`config.mk`:
```
export PLATFORM = sky130hd
export DESIGN_NAME = mux_8x1_scan_ctrl_flat
export DESIGN_NICKNAME = d
export VERILOG_FILES = /design/src/rtl/mux_pkg.sv /design/src/rtl/mux_8x1_scan_ctrl_if.sv /design/src/rtl/mux_next_sel.sv /design/src/rtl/mux_8x1_scan_ctrl.sv /design/src/flat_wrapper.sv
export SDC_FILE = /design/constraint.sdc
export NUM_CORES = 1
export LEC_CHECK = 0
export ABC_AREA = 1
export BUFFER_PORTS_ARGS = -buffer_cell sky130_fd_sc_hd__buf_2
export CAP_MARGIN = 25
export CORE_MARGIN = 8
export CORE_UTILIZATION = 49
export CTS_BUF_LIST = sky130_fd_sc_hd__clkbuf_2 sky130_fd_sc_hd__clkbuf_4 sky130_fd_sc_hd__clkbuf_8
export DETAILED_ROUTE_END_ITERATION = 6
export GPL_TIMING_DRIVEN = 0
export PLACE_DENSITY = 0.7
export REMOVE_ABC_BUFFERS = 1
export SLEW_MARGIN = 20
export SYNTH_ARGS = -nofsm -noshare
export SYNTH_HDL_FRONTEND = slang
export SYNTH_SLANG_ARGS = --single-unit
```
`constraint.sdc`:
```
create_clock -name clk -period 4 [get_ports clk]
set_input_delay 0.8 -clock clk [delete_from_list [all_inputs] [get_ports clk]]
set_output_delay 0.8 -clock clk [all_outputs]
set_load 0.005 [all_outputs]
```
`src/rtl/mux_pkg.sv`:
```
// Shared constants and scan FSM encoding for the 8:1 mux and its scan controller.
package mux_pkg;

    localparam int NUM_CH = 8;
    localparam int SEL_W  = 3;

    typedef enum logic [1:0] {
        ST_IDLE        = 2'd0,
        ST_SETTLE_WAIT = 2'd1,
        ST_SAMPLE      = 2'd2,
        ST_DONE        = 2'd3
    } scan_state_t;

    // Lowest set index of a channel mask; returns 0 for an empty mask.
    function automatic logic [SEL_W-1:0] lowest_set(input logic [NUM_CH-1:0] m);
        logic [SEL_W-1:0] r;
        r = '0;
        for (int i = NUM_CH - 1; i >= 0; i--) begin
            if (m[i]) begin
                r = SEL_W'(i);
            end
        end
        return r;
    endfunction

endpackage

```
`src/rtl/mux_8x1_scan_ctrl_if.sv`:
```
// Handshake and data bundle between a scan master and the mux scan controller.
interface mux_8x1_scan_ctrl_if;

    logic                         start;
    logic [mux_pkg::NUM_CH-1:0]   mask;
    logic                         y;
    logic [mux_pkg::SEL_W-1:0]    s;
    logic                         busy;
    logic                         done;
    logic [mux_pkg::NUM_CH-1:0]   data;
    logic                         changed;

    modport slave (
        input  start,
        input  mask,
        input  y,
        output s,
        output busy,
        output done,
        output data,
        output changed
    );

    modport master (
        output start,
        output mask,
        output y,
        input  s,
        input  busy,
        input  done,
        input  data,
        input  changed
    );

endinterface

```
`src/rtl/mux_next_sel.sv`:
```
// Finds the next set mask bit strictly above the current index.
module mux_next_sel
    import mux_pkg::*;
(
    input  logic [NUM_CH-1:0] i_mask,
    input  logic [SEL_W-1:0]  i_cur,
    output logic [SEL_W-1:0]  o_next,
    output logic              o_valid
);

    always_comb begin
        o_next  = '0;
        o_valid = 1'b0;
        // Scan downwards so the lowest qualifying index wins.
        for (int i = NUM_CH - 1; i >= 0; i--) begin
            if ((i > int'(i_cur)) && i_mask[i]) begin
                o_next  = SEL_W'(i);
                o_valid = 1'b1;
            end
        end
    end

endmodule

```
`src/rtl/mux_8x1_scan_ctrl.sv`:
```
// Walks the mux select over the masked channels, samples y into a shadow
// register and publishes a snapshot plus a changed flag at the end of a pass.
//
// state          | meaning
// ST_IDLE        | waiting for start with a non-empty mask
// ST_SETTLE_WAIT | select just changed, counting SETTLE cycles
// ST_SAMPLE      | y written into shadow[s] on the closing edge
// ST_DONE        | one-cycle done pulse, snapshot valid
module mux_8x1_scan_ctrl
    import mux_pkg::*;
#(
    parameter int SETTLE = 0
)
(
    input  logic                clk,
    input  logic                rst,
    mux_8x1_scan_ctrl_if.slave  bus
);

    localparam bit         HAS_SETTLE = (SETTLE > 0);
    localparam logic [1:0] SETTLE_LD  = (SETTLE > 0) ? 2'(SETTLE - 1) : 2'd0;

    scan_state_t        r_state;
    scan_state_t        w_state_nxt;
    logic [NUM_CH-1:0]  r_mask_lat;
    logic [SEL_W-1:0]   r_s;
    logic [1:0]         r_cnt;
    logic [NUM_CH-1:0]  r_shadow;
    logic [NUM_CH-1:0]  r_data;
    logic               r_changed;

    logic               w_start_ok;
    logic [SEL_W-1:0]   w_next_s;
    logic               w_next_vld;
    logic [NUM_CH-1:0]  w_shadow_smp;
    logic               w_busy;
    logic               w_done;

    assign w_start_ok = bus.start && (bus.mask != '0);

    mux_next_sel u_next_sel (
        .i_mask  (r_mask_lat),
        .i_cur   (r_s),
        .o_next  (w_next_s),
        .o_valid (w_next_vld)
    );

    // Shadow as it will look after the current SAMPLE edge.
    always_comb begin
        w_shadow_smp       = r_shadow;
        w_shadow_smp[r_s]  = bus.y;
    end

    always_ff @(posedge clk) begin
        if (rst) begin
            r_state <= ST_IDLE;
        end else begin
            r_state <= w_state_nxt;
        end
    end

    always_comb begin
        w_state_nxt = r_state;
        case (r_state)
            ST_IDLE: begin
                if (w_start_ok) begin
                    w_state_nxt = HAS_SETTLE ? ST_SETTLE_WAIT : ST_SAMPLE;
                end
            end
            ST_SETTLE_WAIT: begin
                if (r_cnt == 2'd0) begin
                    w_state_nxt = ST_SAMPLE;
                end
            end
            ST_SAMPLE: begin
                if (w_next_vld) begin
                    w_state_nxt = HAS_SETTLE ? ST_SETTLE_WAIT : ST_SAMPLE;
                end else begin
                    w_state_nxt = ST_DONE;
                end
            end
            ST_DONE: begin
                w_state_nxt = ST_IDLE;
            end
            default: begin
                w_state_nxt = ST_IDLE;
            end
        endcase
    end

    always_comb begin
        w_busy = 1'b0;
        w_done = 1'b0;
        case (r_state)
            ST_SETTLE_WAIT: w_busy = 1'b1;
            ST_SAMPLE:      w_busy = 1'b1;
            ST_DONE:        w_done = 1'b1;
            default: begin
                w_busy = 1'b0;
                w_done = 1'b0;
            end
        endcase
    end

    always_ff @(posedge clk) begin
        if (rst) begin
            r_mask_lat <= '0;
            r_s        <= '0;
            r_cnt      <= 2'd0;
            r_shadow   <= '0;
            r_data     <= '0;
            r_changed  <= 1'b0;
        end else begin
            case (r_state)
                ST_IDLE: begin
                    if (w_start_ok) begin
                        r_mask_lat <= bus.mask;
                        r_s        <= lowest_set(bus.mask);
                        r_cnt      <= SETTLE_LD;
                    end
                end
                ST_SETTLE_WAIT: begin
                    if (r_cnt != 2'd0) begin
                        r_cnt <= r_cnt - 2'd1;
                    end
                end
                ST_SAMPLE: begin
                    r_shadow <= w_shadow_smp;
                    if (w_next_vld) begin
                        r_s   <= w_next_s;
                        r_cnt <= SETTLE_LD;
                    end else begin
                        // Publish on the edge that enters DONE, including this last sample.
                        r_data    <= w_shadow_smp;
                        r_changed <= (w_shadow_smp != r_data);
                    end
                end
                ST_DONE: begin
                    r_s <= '0;
                end
                default: begin
                    r_s <= '0;
                end
            endcase
        end
    end

    assign bus.s       = r_s;
    assign bus.busy    = w_busy;
    assign bus.done    = w_done;
    assign bus.data    = r_data;
    assign bus.changed = r_changed;

endmodule
```
`src/flat_wrapper.sv`:
```
// flat-port wrapper written by rule: the top's interface ports become plain ports
module mux_8x1_scan_ctrl_flat import mux_pkg::*;
#(
    parameter int SETTLE = 0
)
  (clk, rst, bus_start, bus_mask, bus_y, bus_s, bus_busy, bus_done, bus_data, bus_changed);
  mux_8x1_scan_ctrl_if bus_i ();
  input  logic clk;
  input  logic rst;
  input wire logic [$bits(bus_i.start)-1:0] bus_start;
  input wire logic [$bits(bus_i.mask)-1:0] bus_mask;
  input wire logic [$bits(bus_i.y)-1:0] bus_y;
  output wire logic [$bits(bus_i.s)-1:0] bus_s;
  output wire logic [$bits(bus_i.busy)-1:0] bus_busy;
  output wire logic [$bits(bus_i.done)-1:0] bus_done;
  output wire logic [$bits(bus_i.data)-1:0] bus_data;
  output wire logic [$bits(bus_i.changed)-1:0] bus_changed;
  assign bus_i.start = bus_start;
  assign bus_i.mask = bus_mask;
  assign bus_i.y = bus_y;
  assign bus_s = bus_i.s;
  assign bus_busy = bus_i.busy;
  assign bus_done = bus_i.done;
  assign bus_data = bus_i.data;
  assign bus_changed = bus_i.changed;
  mux_8x1_scan_ctrl #(.SETTLE(SETTLE)) u_core (.clk(clk), .rst(rst), .bus(bus_i));
endmodule
```
==> run metrics, run 1 <==
status completed; Max-Cap Viols 0; TritonCTS clock tree built; number of CTS-inserted buffers 5; GR Util All Layers between 10% and 20%; Lkg Pwr 1.10 nW; Pwr Total about 1.1 mW; pre-CTS setup slack roughly 1700 ps; fin crit period 2040 ps; area delta synth->final 11.8%; setup bufs post-CTS 0; asr flop ratio synth 0%; Net Sw Power 0.419 mW; Seq cells post-synth 31; post-synthesis adder-cell area fraction 4.06%; worst-path maximum fanout 14; max incr delay on CP 710 ps; WL/cell 11.4 um; Die Width 77.4 um; First-pass DRT Iterations 5; Bufs on Longest Clock Path 2; synth top area cells dfxtp_1, nand2_1, inv_1; layout net count around 330; clk_lat worst skew 280 ps; clock transition at the registers of the reported paths approximately 70 ps; count leader, synth nand2_1; Slew Viols, Final 0; crit end category flip-flop; xor/xnor share of the synthesized area 0.948%; vias in the first global route 1,656; IO Count 26; largest net degree at the start of global routing 19; library cells used by synthesis 26; Logic pwr share 37.5%; H-tree levels 2; Pwr Density approximately 520 nW/um^2; Core Util, Final 56.9%; PortBufs 25; mux contribution to synthesized area 0%; clock power share 23.2%; Data required, critical path roughly 4200 ps; Initial DRC Count 95; via count approximately 1,800; crit start category input pin; top_reg_cell synth dfxtp_1; Post-synth EDFFs 0; VDD IR max 0.278 mV; design area approximately 2100 sq um; Post-DP HPWL 3.03 mm; CTS-repair resized insts 0; DRC viols 0; YS warnings 0; Post-Synth Simple-Gate Area 33.6%; Hold Fails Final Rpt 0; setup_tns 0 ps; Tcrit/Tclk final 51.1%; Die Area 5990 sq um; slowest library cell on the worst path o211ai_1; largest family of logic cells by synthesized area simple AND/OR/NAND/NOR gates; Worst Tran Pin Value 841 ps; gr ovfl total 0; Initial Util 50.9%; Fillers roughly 380; RSZ-0062 raised after global routing false; Sw Share 39.2%; clock tree root buffer cell clkbuf_8; CTS Sinks 31; Post-Syn Area around 1800 sq um; critical path arrival 2250 ps; Buf/Inv on CP 1; antenna violations before repair 0; Seq/Total Area, Yosys 33.6%; Pint 0.650 mW; Antenna Cells 0; top-area cell type share of the netlist area 33.6%; gpl congestion 0.788; Mapped Avg Cell Area 6.42 sq um; clk_skew 8.19 ps; Syn Inst Count 288; average vias per placed instance ~5.0; setup ws final 1960 ps; crit path cell chain buf_2 > nor2_1 > nand3_1 > o211ai_1 > o21ai_0 > a21oi_1; Core Area 3630 sq um; placed cell area 1980 sq um; commonest cells in the netlist nand2_1, inv_1, nor2_1; layout cell share with drive strength beyond 1 15.7%; final setup violation count 0; die height 77.4 um; post-synthesis compound-gate area fraction 15.4%; remaining antenna violation count 0; final WL roughly 4 mm; first-pass GRT wire length 7.16 mm; FMAX 490 MHz; Hold-fix buffers, CTS 0; FP Rows 22; Hold Path Class flip-flop to flip-flop; CP delay by family, top compound AO/OA/AOI/OAI gates; relative slew slack 43.7%; register share of total power 39.3%; area of the multi-input gates 1000 sq um; largest area contributor in the netlist dfxtp_1; Reg area 621 sq um; crit path kind input pin to flip-flop
cells in the final DEF, fill, tap and decap left out:
master / Yosys / routed
nor2_2: 2 / 2
a21oi_1: 19 / 19
xnor2_1: 1 / 1
o211ai_1: 1 / 1
buf_2: 2 / 25
nand3_2: 5 / 5
nor2_4: 1 / 1
or2_2: 1 / 1
clkbuf_8: 0 / 5
nand4_1: 5 / 5
inv_1: 42 / 42
xor2_1: 1 / 1
nand2_4: 1 / 1
nand3b_1: 1 / 1
ha_1: 6 / 6
o21ai_0: 20 / 20
a211oi_2: 2 / 2
clkbuf_4: 0 / 2
o31ai_1: 1 / 1
nand3_1: 18 / 18
o21ai_1: 10 / 10
nand2_1: 70 / 70
dfxtp_1: 31 / 31
inv_2: 4 / 4
nor2_1: 37 / 37
clkinv_2: 0 / 1
final cells by class:
type	instances	share of cell area, %
clock buffer	7	4.06
timing repair buffer	25	6.05
multi-input combinational	202	48.4
tap	48	2.91
sequential	31	30.0
inverter	46	8.35
clock inverter	1	0.242
worst min-delay path, stage by stage, from the launching register on:
cell and delay, ps:
dfxtp_1 310, inv_1 50, a21oi_1 50
metal layers:
metal,vias up,part of all wire (%),track usage [%]
met5,-,0,0
met4,0,0.85,3.40
met3,4,4.7,3.80
met2,32,46,23.7
met1,808,48,17.1
li1,956,-,-
final timing paths:
kind	start	to	slack, ps	cells after the start
min	u_core.r_mask_lat[4]	u_core.r_mask_lat[4]	450	2
min reg2reg	u_core.r_mask_lat[4]	u_core.r_mask_lat[4]	450	2
max	bus_mask[7]	u_core.r_mask_lat[1]	1960	6
max reg2reg	u_core.r_state[0]	u_core.bus.s[0]	2110	8
cells by family (layout without fill, tap and decap cells):
kind of cell | Yosys count | in the layout
AO/OA/AOI/OAI | 53 | 53
XOR/XNOR | 2 | 2
adder cells (fa/ha/maj) | 6 | 6
buffers and inverters | 55 | 79
flip-flops | 31 | 31
AND/OR/NAND/NOR | 141 | 141
flip-flops by register name (all words and copies together), names as in the netlist:
register,cells
u_core.r_cnt,2
u_core.r_shadow,8
u_core.bus.s,3
u_core.bus.data,8
u_core.r_state,2
u_core.r_mask_lat,7
u_core.bus.changed,1
power groups by stage:
stage | clock network, mW | logic [mW] | registers, mW
global placement | 0 | 0.396 | 0.426
detailed placement | 0 | 0.402 | 0.427
finish | 0.248 | 0.401 | 0.420
floorplan | 0 | 0.299 | 0.420
global route | 0.266 | 0.467 | 0.428
CTS | 0.254 | 0.404 | 0.420
stage by stage:
step	cells	hold slack, ps
after floorplan	279	425
final	360	451
after global routing	360	474
after detailed placement	352	444
after global placement	352	437
after CTS	360	454
Power figures use the tool's default switching activity.
==> run 2, diff against run 1 <==
- clock period: 4 -> 1.95 ns (I/O delays scaled with it)
==> run 2 against run 1 <==
  * Register-to-register slack got worse by 1900 ps
  * Hold slack got worse by 28 ps
  * Critical path depth rose by 2
  * Largest power group unchanged
  * Highest routed layer unchanged
  * Clock skew fell by 2.9 ps
  * Routed wire length rose by 0.22%
  * Combinational power rose by 110%
  * Largest cell class unchanged
==> run metrics, run 2 (synthesis gave the netlist of run 1 again) <==
status completed; Max-Cap Viols 0; Bufs on Longest Clock Path 2; worst setup path end u_core.bus.s[0]; Core Util, Final 57.1%; Post-DP HPWL 3.03 mm; relative slew slack 43.1%; slowest library cell on the worst path dfxtp_1; Worst R2R Setup Slack 190 ps; WL/cell approximately 11 um; TritonCTS clock tree built; die height 77.4 um; setup_tns 0 ps; GR Util All Layers 14.0%; remaining antenna violation count 0; CP Depth 8; critical path arrival 1970 ps; CP delay by family, top simple AND/OR/NAND/NOR gates; crit start category flip-flop; PortBufs 25; DRC viols 0; Slew Viols, Final 0; H-tree levels 2; layout net count ~330; Reg2Reg Depth 8; Die Width 77.4 um; Core Area 3630 sq um; crit end category flip-flop; Tcrit/Tclk final 90.4%; VDD IR max ~0.57 mV; final WL 4.11 mm; via count approximately 1,800; clk_skew 5.27 ps; Initial DRC Count 97; Net Sw Power 0.858 mW; Final Non-Filler Cells 360; Hold Path Class input pin to flip-flop; Worst Tran Pin Value approximately 850 ps; number of CTS-inserted buffers 5; most common cell after layout, fill and taps aside nand2_1; worst-path maximum fanout 12; Lkg Pwr roughly 1.1 nW; average vias per placed instance about 5; max incr delay on CP 390 ps; placed cell count 352; Pint 1.34 mW; Data required, critical path 2160 ps; fin crit period 1760 ps; area of the multi-input gates 1000 sq um; Critical Path Start u_core.r_state[0]; Logic pwr share 37.5%; final setup violation count 0; antenna violations before repair 0; Initial Util between 50 and 60%; layout cell share with drive strength beyond 1 17.0%; gr ovfl total 0; critical register-to-register path endpoint u_core.bus.s[0]; vias in the first global route 1,656; Fillers around 380; Buf/Inv on CP 2; gpl congestion 0.788; Hold Fails Final Rpt 0; Worst R2R Start u_core.r_state[0]; First-pass DRT Iterations 4; first-pass GRT wire length approximately 7.2 mm; Antenna Cells 0; largest net degree at the start of global routing 19; Reg area 624 sq um; CTS Sinks 31; crit path kind flip-flop to flip-flop; register share of total power 39.4%; Pwr Density between 1000 and 1500 nW/um^2; crit path cell chain inv_1 > ha_2 > nor2_1 > inv_1 > or2_2 > a21oi_1 > nor2_1 > a21oi_1; clock transition at the registers of the reported paths 70 ps; RSZ-0062 raised after global routing false; commonest non-fill, non-tap cells in the layout nand2_1, inv_1, nor2_1, dfxtp_1, buf_2; IO Count 26; Hold-fix buffers, CTS 0; Sw Share 39.0%; FP Rows 22; clk_lat worst skew 280 ps; clock tree root buffer cell clkbuf_8; clock power share between 20 and 25%; area delta synth->final 12.2%; Die Area 5990 sq um; FMAX 567 MHz
==> run 2: cell counts in the layout (fill, tap and decap cells not counted) <==
Identical to the previous run, type by type.
==> run 2: per-stage QoR <==
step	hold slack [ps]	total power, mW	setup WS [ps]	cell area [sq um]
final	423	2.20	186	2070
after global routing	424	2.39	29.3	2070
after CTS	422	2.21	33.1	2070
after detailed placement	444	1.70	44.4	1980
after global placement	437	1.69	45.1	1980
after floorplan	425	1.47	359	1790
==> run 2: what timing repair did <==
item | in CTS | in global routing
resized for setup | 0 | 4
setup buffers | 0 | 0
endpoints found under the setup margin | 0 | 10
==> run 2: per-layer routing <==
layer	up-vias	wire (um)	global-route usage [%]
li1	955	-	-
met1	810	1990	17.1
met2	32	1900	23.7
met3	4	186	3.80
met4	0	35	3.40
met5	-	0	0
==> run 2: power groups by stage <==
| stage | combinational, mW | clock (mW) | sequential, mW |
|---|---|---|---|
| 2_1_floorplan | 0.613 | 0 | 0.861 |
| 3_3_place_gp | 0.812 | 0 | 0.873 |
| 3_5_place_dp | 0.824 | 0 | 0.876 |
| 4_1_cts | 0.828 | 0.521 | 0.862 |
| 5_1_grt | 0.960 | 0.546 | 0.882 |
| 6_report | 0.824 | 0.507 | 0.867 |
==> run 2: how the worst min path moves through the flow <==
stage | from | to | slack (ps) | cells past startpoint
CTS | bus_mask[2] | u_core.r_mask_lat[2] | 420 | 3
floorplan | u_core.r_mask_lat[2] | u_core.r_mask_lat[2] | 420 | 2
detailed placement | u_core.r_mask_lat[4] | u_core.r_mask_lat[4] | 440 | 2
global placement | u_core.r_mask_lat[4] | u_core.r_mask_lat[4] | 440 | 2
finish | bus_mask[2] | u_core.r_mask_lat[2] | 420 | 3
global route | bus_mask[2] | u_core.r_mask_lat[2] | 420 | 3
==> run 2: area by class of cell <==
type,count,share of cell area [%]
Clock inverter,1,0.241
Tap cell,48,2.90
Inverter,46,8.33
Clock buffer,7,4.04
Timing Repair Buffer,25,6.03
Multi-Input combinational cell,202,48.3
Sequential cell,31,30.1
==> run 2: worst register-to-register path, cell delays in order (launching register included) <==
cell	delay, ps
dfxtp_1	390
inv_1	100
ha_2	290
nor2_1	250
inv_1	60
or2_2	270
a21oi_1	140
nor2_1	70
a21oi_1	130
